===== src/rtl/jpu_pkg.sv =====
`default_nettype none
// ============================================================================
//  Module   : jpu (package)
//  Brief    : Shared types and register map for the JPU timer array.
//  Revision : 1.0 - initial multi-channel timer release
// ============================================================================
package jpu;

    // Per-channel control register layout, bit 2 down to bit 0
    typedef struct packed {
        logic irq_en;
        logic periodic;
        logic en;
    } timer_ctrl_s;

    // Word offsets inside one channel's register window
    localparam logic [1:0] TMR_CTRL   = 2'd0;
    localparam logic [1:0] TMR_PERIOD = 2'd1;
    localparam logic [1:0] TMR_COUNT  = 2'd2;
    localparam logic [1:0] TMR_STATUS = 2'd3;

endpackage
`default_nettype wire


===== src/rtl/jpu_timer_chan.sv =====
`default_nettype none
// ============================================================================
//  Module   : jpu_timer_chan
//  Brief    : One down-counting timer channel: ctrl, period, count, sticky
//             pending flag and the idle/run reload state machine.
//  Revision : 1.0 - initial multi-channel timer release
// ============================================================================
module jpu_timer_chan
    import jpu::*;
#(
    parameter int               WIDTH   = 16,
    parameter logic [WIDTH-1:0] RST_PER = WIDTH'(100)
) (
    input  logic             clk,
    input  logic             rst_n,
    input  logic             i_tick,
    input  logic             i_we_ctrl,
    input  logic             i_we_period,
    input  logic             i_w1c,
    input  timer_ctrl_s      i_ctrl,
    input  logic [WIDTH-1:0] i_period,
    output timer_ctrl_s      o_ctrl,
    output logic [WIDTH-1:0] o_period,
    output logic [WIDTH-1:0] o_count,
    output logic             o_pending
);

    // The run state doubles as the CTRL.en bit
    localparam logic [0:0] ST_IDLE = 1'b0;
    localparam logic [0:0] ST_RUN  = 1'b1;

    logic [0:0]       r_state;
    logic [0:0]       w_state_next;
    logic             r_irq_en;
    logic             r_periodic;
    logic             r_pending;
    logic [WIDTH-1:0] r_period;
    logic [WIDTH-1:0] r_count;
    logic [WIDTH-1:0] w_count_next;
    logic             w_expire;

    // State register
    always_ff @(posedge clk or negedge rst_n) begin
        if (!rst_n) begin
            r_state <= ST_IDLE;
        end else begin
            r_state <= w_state_next;
        end
    end

    // Next state and count: a CTRL write pre-empts a tick in the same cycle
    always_comb begin
        w_state_next = r_state;
        w_count_next = r_count;
        w_expire     = 1'b0;
        if (i_we_ctrl) begin
            w_state_next = i_ctrl.en ? ST_RUN : ST_IDLE;
            if (i_ctrl.en && (r_state == ST_IDLE)) begin
                w_count_next = r_period;
            end
        end else if (i_we_period && (r_state == ST_IDLE)) begin
            w_count_next = i_period;
        end else if (i_tick && (r_state == ST_RUN)) begin
            if (r_count != '0) begin
                w_count_next = r_count - WIDTH'(1);
            end else begin
                w_expire = 1'b1;
                if (r_periodic) begin
                    w_count_next = r_period;
                end else begin
                    w_state_next = ST_IDLE;
                end
            end
        end
    end

    // Count, period and control bits; a running channel's new period waits for reload
    always_ff @(posedge clk or negedge rst_n) begin
        if (!rst_n) begin
            r_count    <= '0;
            r_period   <= RST_PER;
            r_irq_en   <= 1'b0;
            r_periodic <= 1'b0;
        end else begin
            r_count <= w_count_next;
            if (i_we_period) begin
                r_period <= i_period;
            end
            if (i_we_ctrl) begin
                r_irq_en   <= i_ctrl.irq_en;
                r_periodic <= i_ctrl.periodic;
            end
        end
    end

    // Sticky pending flag; an expiry beats a simultaneous write-one-to-clear
    always_ff @(posedge clk or negedge rst_n) begin
        if (!rst_n) begin
            r_pending <= 1'b0;
        end else if (w_expire) begin
            r_pending <= 1'b1;
        end else if (i_w1c) begin
            r_pending <= 1'b0;
        end
    end

    assign o_ctrl    = {r_irq_en, r_periodic, (r_state == ST_RUN)};
    assign o_period  = r_period;
    assign o_count   = r_count;
    assign o_pending = r_pending;

endmodule
`default_nettype wire


===== src/rtl/jpu_timer_array.sv =====
`default_nettype none
// ============================================================================
//  Module   : jpu_timer_array
//  Brief    : NCH-channel prescaled down-counting timer on the CPU register
//             bus with one combined, registered interrupt output.
//  Revision : 1.0 - initial multi-channel timer release
// ============================================================================
module jpu_timer_array
    import jpu::*;
#(
    parameter int               NCH     = 4,
    parameter int               WIDTH   = 16,
    parameter int               PRESC_W = 8,
    parameter logic [WIDTH-1:0] RST_PER = WIDTH'(100)
) (
    input  logic                     clk,
    input  logic                     rst_n,
    input  logic [$clog2(NCH)+1:0]   addr,
    input  logic [31:0]              wdata,
    input  logic                     we,
    input  logic                     re,
    output logic [31:0]              rdata,
    input  logic [PRESC_W-1:0]       prescale,
    output logic                     irq
);

    logic [PRESC_W-1:0] r_presc;
    logic               w_tick;
    logic [4:0]         w_ch;
    logic [1:0]         w_reg;
    logic               w_ch_valid;
    logic [NCH-1:0]     w_sel;
    logic [NCH-1:0]     w_pending;
    logic [NCH-1:0]     w_irq_en;
    timer_ctrl_s        w_ctrl   [NCH];
    logic [WIDTH-1:0]   w_period [NCH];
    logic [WIDTH-1:0]   w_count  [NCH];
    logic [31:0]        w_rd_data;
    logic [31:0]        r_rdata;
    logic               r_irq;
    logic               w_unused;

    // The >= compare lets a lowered prescale wrap instead of running to overflow
    assign w_tick = (r_presc >= prescale);

    // Free-running prescaler
    always_ff @(posedge clk or negedge rst_n) begin
        if (!rst_n) begin
            r_presc <= '0;
        end else if (w_tick) begin
            r_presc <= '0;
        end else begin
            r_presc <= r_presc + PRESC_W'(1);
        end
    end

    // Address split: shifting avoids an empty channel field when NCH is 1
    assign w_ch       = 5'(addr >> 2);
    assign w_reg      = addr[1:0];
    assign w_ch_valid = (int'(w_ch) < NCH);
    assign w_unused   = &{1'b0, wdata};

    generate
        for (genvar i = 0; i < NCH; i++) begin : g_chan
            assign w_sel[i]    = w_ch_valid && (w_ch == 5'(i));
            assign w_irq_en[i] = w_ctrl[i].irq_en;

            jpu_timer_chan #(
                .WIDTH   (WIDTH),
                .RST_PER (RST_PER)
            ) u_chan (
                .clk         (clk),
                .rst_n       (rst_n),
                .i_tick      (w_tick),
                .i_we_ctrl   (we && w_sel[i] && (w_reg == TMR_CTRL)),
                .i_we_period (we && w_sel[i] && (w_reg == TMR_PERIOD)),
                .i_w1c       (we && w_sel[i] && (w_reg == TMR_STATUS) && wdata[0]),
                .i_ctrl      (timer_ctrl_s'(wdata[2:0])),
                .i_period    (wdata[WIDTH-1:0]),
                .o_ctrl      (w_ctrl[i]),
                .o_period    (w_period[i]),
                .o_count     (w_count[i]),
                .o_pending   (w_pending[i])
            );
        end
    endgenerate

    // Read mux; out-of-range channels fall through to zero
    always_comb begin
        w_rd_data = '0;
        for (int i = 0; i < NCH; i++) begin
            if (w_ch_valid && (int'(w_ch) == i)) begin
                case (w_reg)
                    TMR_CTRL:   w_rd_data = 32'(w_ctrl[i]);
                    TMR_PERIOD: w_rd_data = 32'(w_period[i]);
                    TMR_COUNT:  w_rd_data = 32'(w_count[i]);
                    TMR_STATUS: w_rd_data = 32'(w_pending[i]);
                endcase
            end
        end
    end

    // Registered read data and interrupt; reads capture the pre-write state
    always_ff @(posedge clk or negedge rst_n) begin
        if (!rst_n) begin
            r_rdata <= '0;
            r_irq   <= 1'b0;
        end else begin
            if (re) begin
                r_rdata <= w_rd_data;
            end
            r_irq <= |(w_pending & w_irq_en);
        end
    end

    assign rdata = r_rdata;
    assign irq   = r_irq;

endmodule
`default_nettype wire


===== config.mk =====
export PLATFORM = sky130hd
export DESIGN_NAME = jpu_timer_array
export DESIGN_NICKNAME = d
export VERILOG_FILES = /design/src/rtl/jpu_pkg.sv /design/src/rtl/jpu_timer_chan.sv /design/src/rtl/jpu_timer_array.sv
export SDC_FILE = /design/constraint.sdc
export NUM_CORES = 1
export LEC_CHECK = 0
export CAP_MARGIN = 20
export CELL_PAD_IN_SITES_DETAIL_PLACEMENT = 0
export CELL_PAD_IN_SITES_GLOBAL_PLACEMENT = 1
export CORE_ASPECT_RATIO = 0.8
export CORE_MARGIN = 2
export CORE_UTILIZATION = 47
export CTS_BUF_LIST = sky130_fd_sc_hd__clkbuf_4
export DETAILED_ROUTE_END_ITERATION = 10
export PLACE_DENSITY = 0.9
export SLEW_MARGIN = 40
export SYNTH_ARGS = -nofsm -noshare
export SYNTH_HDL_FRONTEND = slang
export SYNTH_SLANG_ARGS = --single-unit

===== constraint.sdc =====
create_clock -name clk -period 2.63 [get_ports clk]
set_input_delay 0.526 -clock clk [delete_from_list [all_inputs] [get_ports clk]]
set_output_delay 0.526 -clock clk [all_outputs]
set_load 0.01 [all_outputs]

# After elaboration in Yosys (flattened, before gate mapping)
# Cells that the tools add are included.
[classes]
eq_ne = 25
add_sub_neg = 5
n_lt_le_gt_ge = 2
mux = 78
n_reduce_logical = 72
bitwise = 5
[op_table]
columns = ["op", "n"]
rows = [
  ["one-hot mux 32 bit (4 select lines)", 4],
  ["2-to-1 mux 16 bit", 24],
  ["2-to-1 mux 32 bit", 4],
  ["nonzero test 16 bit", 4],
  ["subtractor 16 x 1 -> 16 bit, second input constant", 4],
  ["2-to-1 mux 1 bit", 45],
  ["logical AND 1 bit", 40],
  ["!= test 2 x 1 -> 1 bit, second input constant", 12],
  ["AND reduction 4 bit", 4],
  ["nonzero test 2 bit", 8],
  ["nonzero test 4 bit", 4],
  ["equality test 2 bit, second input constant", 6],
  ["AND reduction 3 bit", 4],
  ["nonzero test 3 bit", 4],
  ["zero test 5 bit", 2],
  ["adder 8 x 1 -> 8 bit, second input constant", 1],
  ["greater-or-equal comparator 8 bit", 1],
  ["2-to-1 mux 8 bit", 1],
  ["!= test 2 bit, second input constant", 4],
  ["equality test 2 x 1 -> 1 bit, second input constant", 3],
  ["bitwise AND 4 bit", 1],
  ["NOT 1 bit", 4],
  ["OR reduction 4 bit", 1],
  ["< comparator 2 x 3 -> 1 bit, second input constant", 1],
  ["zero test 2 bit", 1],
]
[totals]
wordCells = 214
register_bits = 185

# Depth between registers and ports, before layout
[depth]
word_depth = 8
depth_mapped = 10

# Cells and area by module
# From an unflattened synthesis, not the netlist that was laid out.
[unflattened]
cells_unflattened = 1273
area_unflattened_um2 = 11514.8
[modules_own_cells]
columns = ["module", "instances", "cells_each", "area_per_inst_um2"]
rows = [
  ["jpu_timer_chan (g_chan[0].u_chan ...)", 3, 240, 2209.6],
  ["jpu_timer_array", 1, 315, 2715.1],
  ["jpu_timer_chan (g_chan[3].u_chan)", 1, 238, 2170.8],
]

# Worst setup path after synthesis
# Ideal clock, no wire load.
[synth_path]
path_kind = "input to register"
start = "input prescale[7]"
end = "register g_chan[2].u_chan.r_count[13]"
t_arrival_ns = 2.439
slack_ns = 0.114
setup_ns = 0.077
stages = 10
path_cell_list = "inv_1 ha_1 and2_1 o2111ai_1 o21a_1 buf_2 o31ai_1 buf_2 a21oi_1 a21oi_1"
[synth_between]
elab_chain_cells = 4
[synth_rtl]
columns = ["element", "line", "source"]
rows = [
  ["start, declared", "jpu_timer_array.sv:23", "input logic [PRESC_W-1:0] prescale,"],
  ["greater-or-equal comparator 8 bit", "jpu_timer_array.sv:44", "assign w_tick = (r_presc >= prescale);"],
  ["logical AND 1 bit", "jpu_timer_chan.sv:63", "end else if (i_tick && (r_state == ST_RUN)) begin"],
  ["nonzero test 3 bit (no line)", "n/a", ""],
  ["AND reduction 3 bit (no line)", "n/a", ""],
  ["end signal, assigned", "jpu_timer_chan.sv:85", "r_count <= w_count_next;"],
  ["end, declared", "jpu_timer_chan.sv:38", "logic [WIDTH-1:0] r_count;"],
]
# No other way between the ends.
# A chain may end at the register's enable or synchronous reset.

# Final worst setup path
[layout_path]
start = "register g_chan[3].u_chan.r_count[9]"
end = "register g_chan[3].u_chan.r_count[15]"
[layout_between]
elab_chain_cells = 5
[layout_rtl]
columns = ["element", "line", "source"]
rows = [
  ["start, declared", "jpu_timer_chan.sv:38", ""],
  ["start signal, assigned", "jpu_timer_chan.sv:85", ""],
  ["subtractor 16 x 1 -> 16 bit or nonzero test 16 bit (tied branches)", "jpu_timer_chan.sv:65, jpu_timer_chan.sv:64", ""],
  ["2-to-1 mux 16 bit", "jpu_timer_chan.sv:64", "if (r_count != '0) begin"],
  ["2-to-1 mux 16 bit", "jpu_timer_chan.sv:63", ""],
  ["2-to-1 mux 16 bit", "jpu_timer_chan.sv:61", "end else if (i_we_period && (r_state == ST_IDLE)) begin"],
  ["2-to-1 mux 16 bit", "jpu_timer_chan.sv:56", "if (i_we_ctrl) begin"],
]
# Parallel ways exist; a longest one is shown, timed or not. The select of a mux whose other input is x is not followed.

==> run metrics <==
fraction of post-synthesis cell area in the top cell type by area 38.1%; Distinct cells, synth slightly above 80; Primary FF master, synth dfrtp_1; reg2reg start g_chan[3].u_chan.o_count[9]; initial antenna violation count 0; arrival time reported for the critical path endpoint between 3000 and 4000 ps; P_int 5.79 mW; post-detailed-routing wire length 34000 um; critical path capture point type register; Reg power frac 45.0%; total inserted antenna cells 0; final worst-path cycle share about 95%; later-pin clock latency in the skew report about 600 ps; Post-route DRC 0; proportion of total power due to net switching 40.9%; Worst Max-Slew Pin Slew approximately 680 ps; clock buffers created by TritonCTS 17; outcome finished clean; clock skew after layout about 21 ps; hpwl dp 25500 um; main area contributors after synthesis dfrtp_1 (38%), mux2_2 (8.6%), a21oi_1 (4.1%); Root Driver clkbuf_4; CTS tree done; class of the worst hold path input port to async pin; Comb pwr share 38.9%; pwr/cell area between 700 and 800 mW/mm2; largest net degree at the start of global routing 63; total congestion overflow after global routing 0; global placer's final weighted congestion a little under 1; FF-to-FF setup slack 130 ps; reported max-cap violation count 0; f_max roughly 400 MHz; Max clock buf depth 2; critical path launch point type register; fraction of layout instances using a drive strength above 1 25.3%; routed length per placed instance between 20 and 25 um; die area ~0.023 mm2; FF-to-FF End g_chan[3].u_chan.o_count[15]; Post-Layout Inst Area 0.0125 mm2; Cell Area, Synth 0.0103 mm2; clock power share 16.1%; number of nets in the layout 1301; Worst Path Class, Setup register to register; Max rail drop VDD 0.323 mV; number of warnings printed during yosys synthesis 0; Starting Density 47.8%; worst slack on hold paths approximately 460 ps; via count of the first global-routing pass around 9000; required time at the endpoint of the critical path 3170 ps; number of vias after detailed routing 9756; number of synthesized flops with an enable pin 0; initial detailed-routing violation count 1372; synthesized netlist cell count 1085; post-route antenna net violation count 0; Hold Fails Final Rpt 0; asr flop ratio synth 100%; number of filler instances in the final layout 1897; sequential fraction of the synthesis area 41.2%; #FFs+latches synth between 150 and 200; area leader, netlist dfrtp_1; leakage power figure 5.36 nW; non-filler cells, final 1523; Finish-stage setup viols 0; IO Count 81; total clock sinks approximately 170; sw power approximately 4.0 mW; H-tree levels 4; Reg2Reg Depth 7; global-route usage over all layers 30.2%; vertical extent of the die 136 um; global-route wire length before repair 53000 um; Inst Count DP 1491; count of buffers inserted at the top-level ports 48; worst slew slack as a fraction of its limit 54.7%; chip width 170 um; first-pass iteration count of the detailed router 6; Max FO, Critical Path 10; Max Slew Vio Count 0; mean area per synthesized cell 9.50 um2; clock transition time at the flip-flop clock pins of the worst setup and hold paths 150 ps; area of the core between 0.02 and 0.025 mm2; post-detailed-placement cell area between 0.01 and 0.015 mm2; Rows 48; Vias/cell 6.41; final critical delay including setup and external delays 2500 ps; layout overhead on the synthesized area 21.0%
[metal layers]
| layer | up-vias | global-route usage, % | share of wire, % |
|---|---|---|---|
| met5 | - | 0 | 0 |
| met4 | 0 | 11.3 | 3.0 |
| met3 | 74 | 5.68 | 9.6 |
| met2 | 524 | 41.7 | 42 |
| met1 | 4753 | 46.3 | 46 |
| li1 | 4405 | - | - |
[cell usage in the layout (no fill, tap or decap), drive strengths merged, types with 9 or more instances in the layout]
cell type	n
dfrtp	157
buf	156
nor2	99
a21oi	85
mux2	83
o21ai	73
nand2	64
clkdlybuf4s50	46
inv	39
a221oi	32
nor3	31
nand3	27
o221ai	23
mux2i	22
o22ai	20
nor4	18
ha	17
clkbuf	17
conb	16
o31ai	16
and3	15
a31oi	13
nand4	12
dfstp	12
nand2b	9
[repair_timing]
action,in CTS,in global routing
setup buffers,0,0
hold buffers,1,0
gates resized for setup,0,10
endpoints found under the hold margin,58,0
endpoints found under the setup margin,0,25
[kinds of logic (layout without fill, tap and decap cells)]
| group | Yosys count | in the layout | synth area share (%) |
|---|---|---|---|
| fa+ha+maj | 17 | 17 | 2.06 |
| compound gates | 336 | 336 | 22.3 |
| buf+inv | 122 | 270 | 5.32 |
| xor+xnor | 13 | 13 | 1.10 |
| simple gates | 316 | 316 | 15.5 |
| other cells | 1 | 16 | 0.0364 |
| mux | 111 | 111 | 12.5 |
| flops | 169 | 169 | 41.2 |
[area by class of cell]
type / instances / area (um2) / area share [%]
Multi-Input combinational cell: 809 / 5630 / 45.2
Sequential cell: 169 / 4240 / 34.0
Timing Repair Buffer: 203 / 1840 / 14.8
Tap cell: 275 / 344 / 2.76
Clock inverter: 14 / 148 / 1.18
Inverter: 36 / 135 / 1.08
Clock buffer: 17 / 128 / 1.02
[registers in the layout (all words and copies together) (netlist names)]
signal / count
irq: 1
g_chan.u_chan.r_state: 4
g_chan.u_chan.o_count: 64
g_chan.u_chan.r_irq_en: 4
g_chan.u_chan.o_pending: 4
g_chan.u_chan.r_periodic: 4
g_chan.u_chan.o_period: 64
r_presc: 8
rdata: 16
[stage by stage]
step	total power [mW]	setup TNS, ps	utilization [%]	worst slack (ps)
after floorplan	6.50	0	-	114
after global placement	8.00	-16800	56.3	-420
after detailed placement	8.12	-20210	56.3	-507
after CTS	9.69	0	57.6	88.2
after global routing	10.4	-5.06	57.9	-5.06
final	9.80	0	57.9	127
[synthesized netlist by cell type (18+ instances only)]
master	instances
o22ai_1	20
nor2_1	98
a221oi_1	32
nand2_1	63
inv_1	34
o221ai_1	23
clkbuf_1	45
o21ai_0	70
buf_2	18
nand3_1	27
mux2_2	79
a21oi_1	85
nor3_1	29
mux2i_1	22
dfrtp_1	157
[critical path, cell delays in order (launching register included)]
cell and delay, ps:
dfrtp_1 450, or4_1 580, or2_1 400, buf_4 220, o21ai_4 310, a21oi_1 70
o31a_1 300, a21oi_1 110
[worst max path at each step]
| stage | cells after the start | startpoint | slack (ps) | end |
|---|---|---|---|---|
| global placement | 10 | prescale[7] | -420 | g_chan[3].u_chan.o_count[2] |
| detailed placement | 10 | prescale[5] | -510 | g_chan[3].u_chan.o_count[14] |
| floorplan | 10 | prescale[7] | 110 | g_chan[2].u_chan.o_count[13] |
| finish | 7 | g_chan[3].u_chan.o_count[9] | 130 | g_chan[3].u_chan.o_count[15] |
| CTS | 8 | g_chan[0].u_chan.o_count[1] | 90 | g_chan[0].u_chan.o_count[15] |
| global route | 7 | g_chan[3].u_chan.o_count[9] | -5 | g_chan[3].u_chan.o_count[15] |
[power by group through the flow]
| stage | sequential [mW] | combinational, mW | clock (mW) |
|---|---|---|---|
| 5_1_grt | 4.51 | 4.18 | 1.70 |
| 3_3_place_gp | 4.39 | 3.60 | 0 |
| 3_5_place_dp | 4.41 | 3.71 | 0 |
| 4_1_cts | 4.36 | 3.73 | 1.60 |
| 2_1_floorplan | 4.07 | 2.43 | 0 |
| 6_report | 4.41 | 3.81 | 1.58 |
Power figures use the tool's default switching activity.
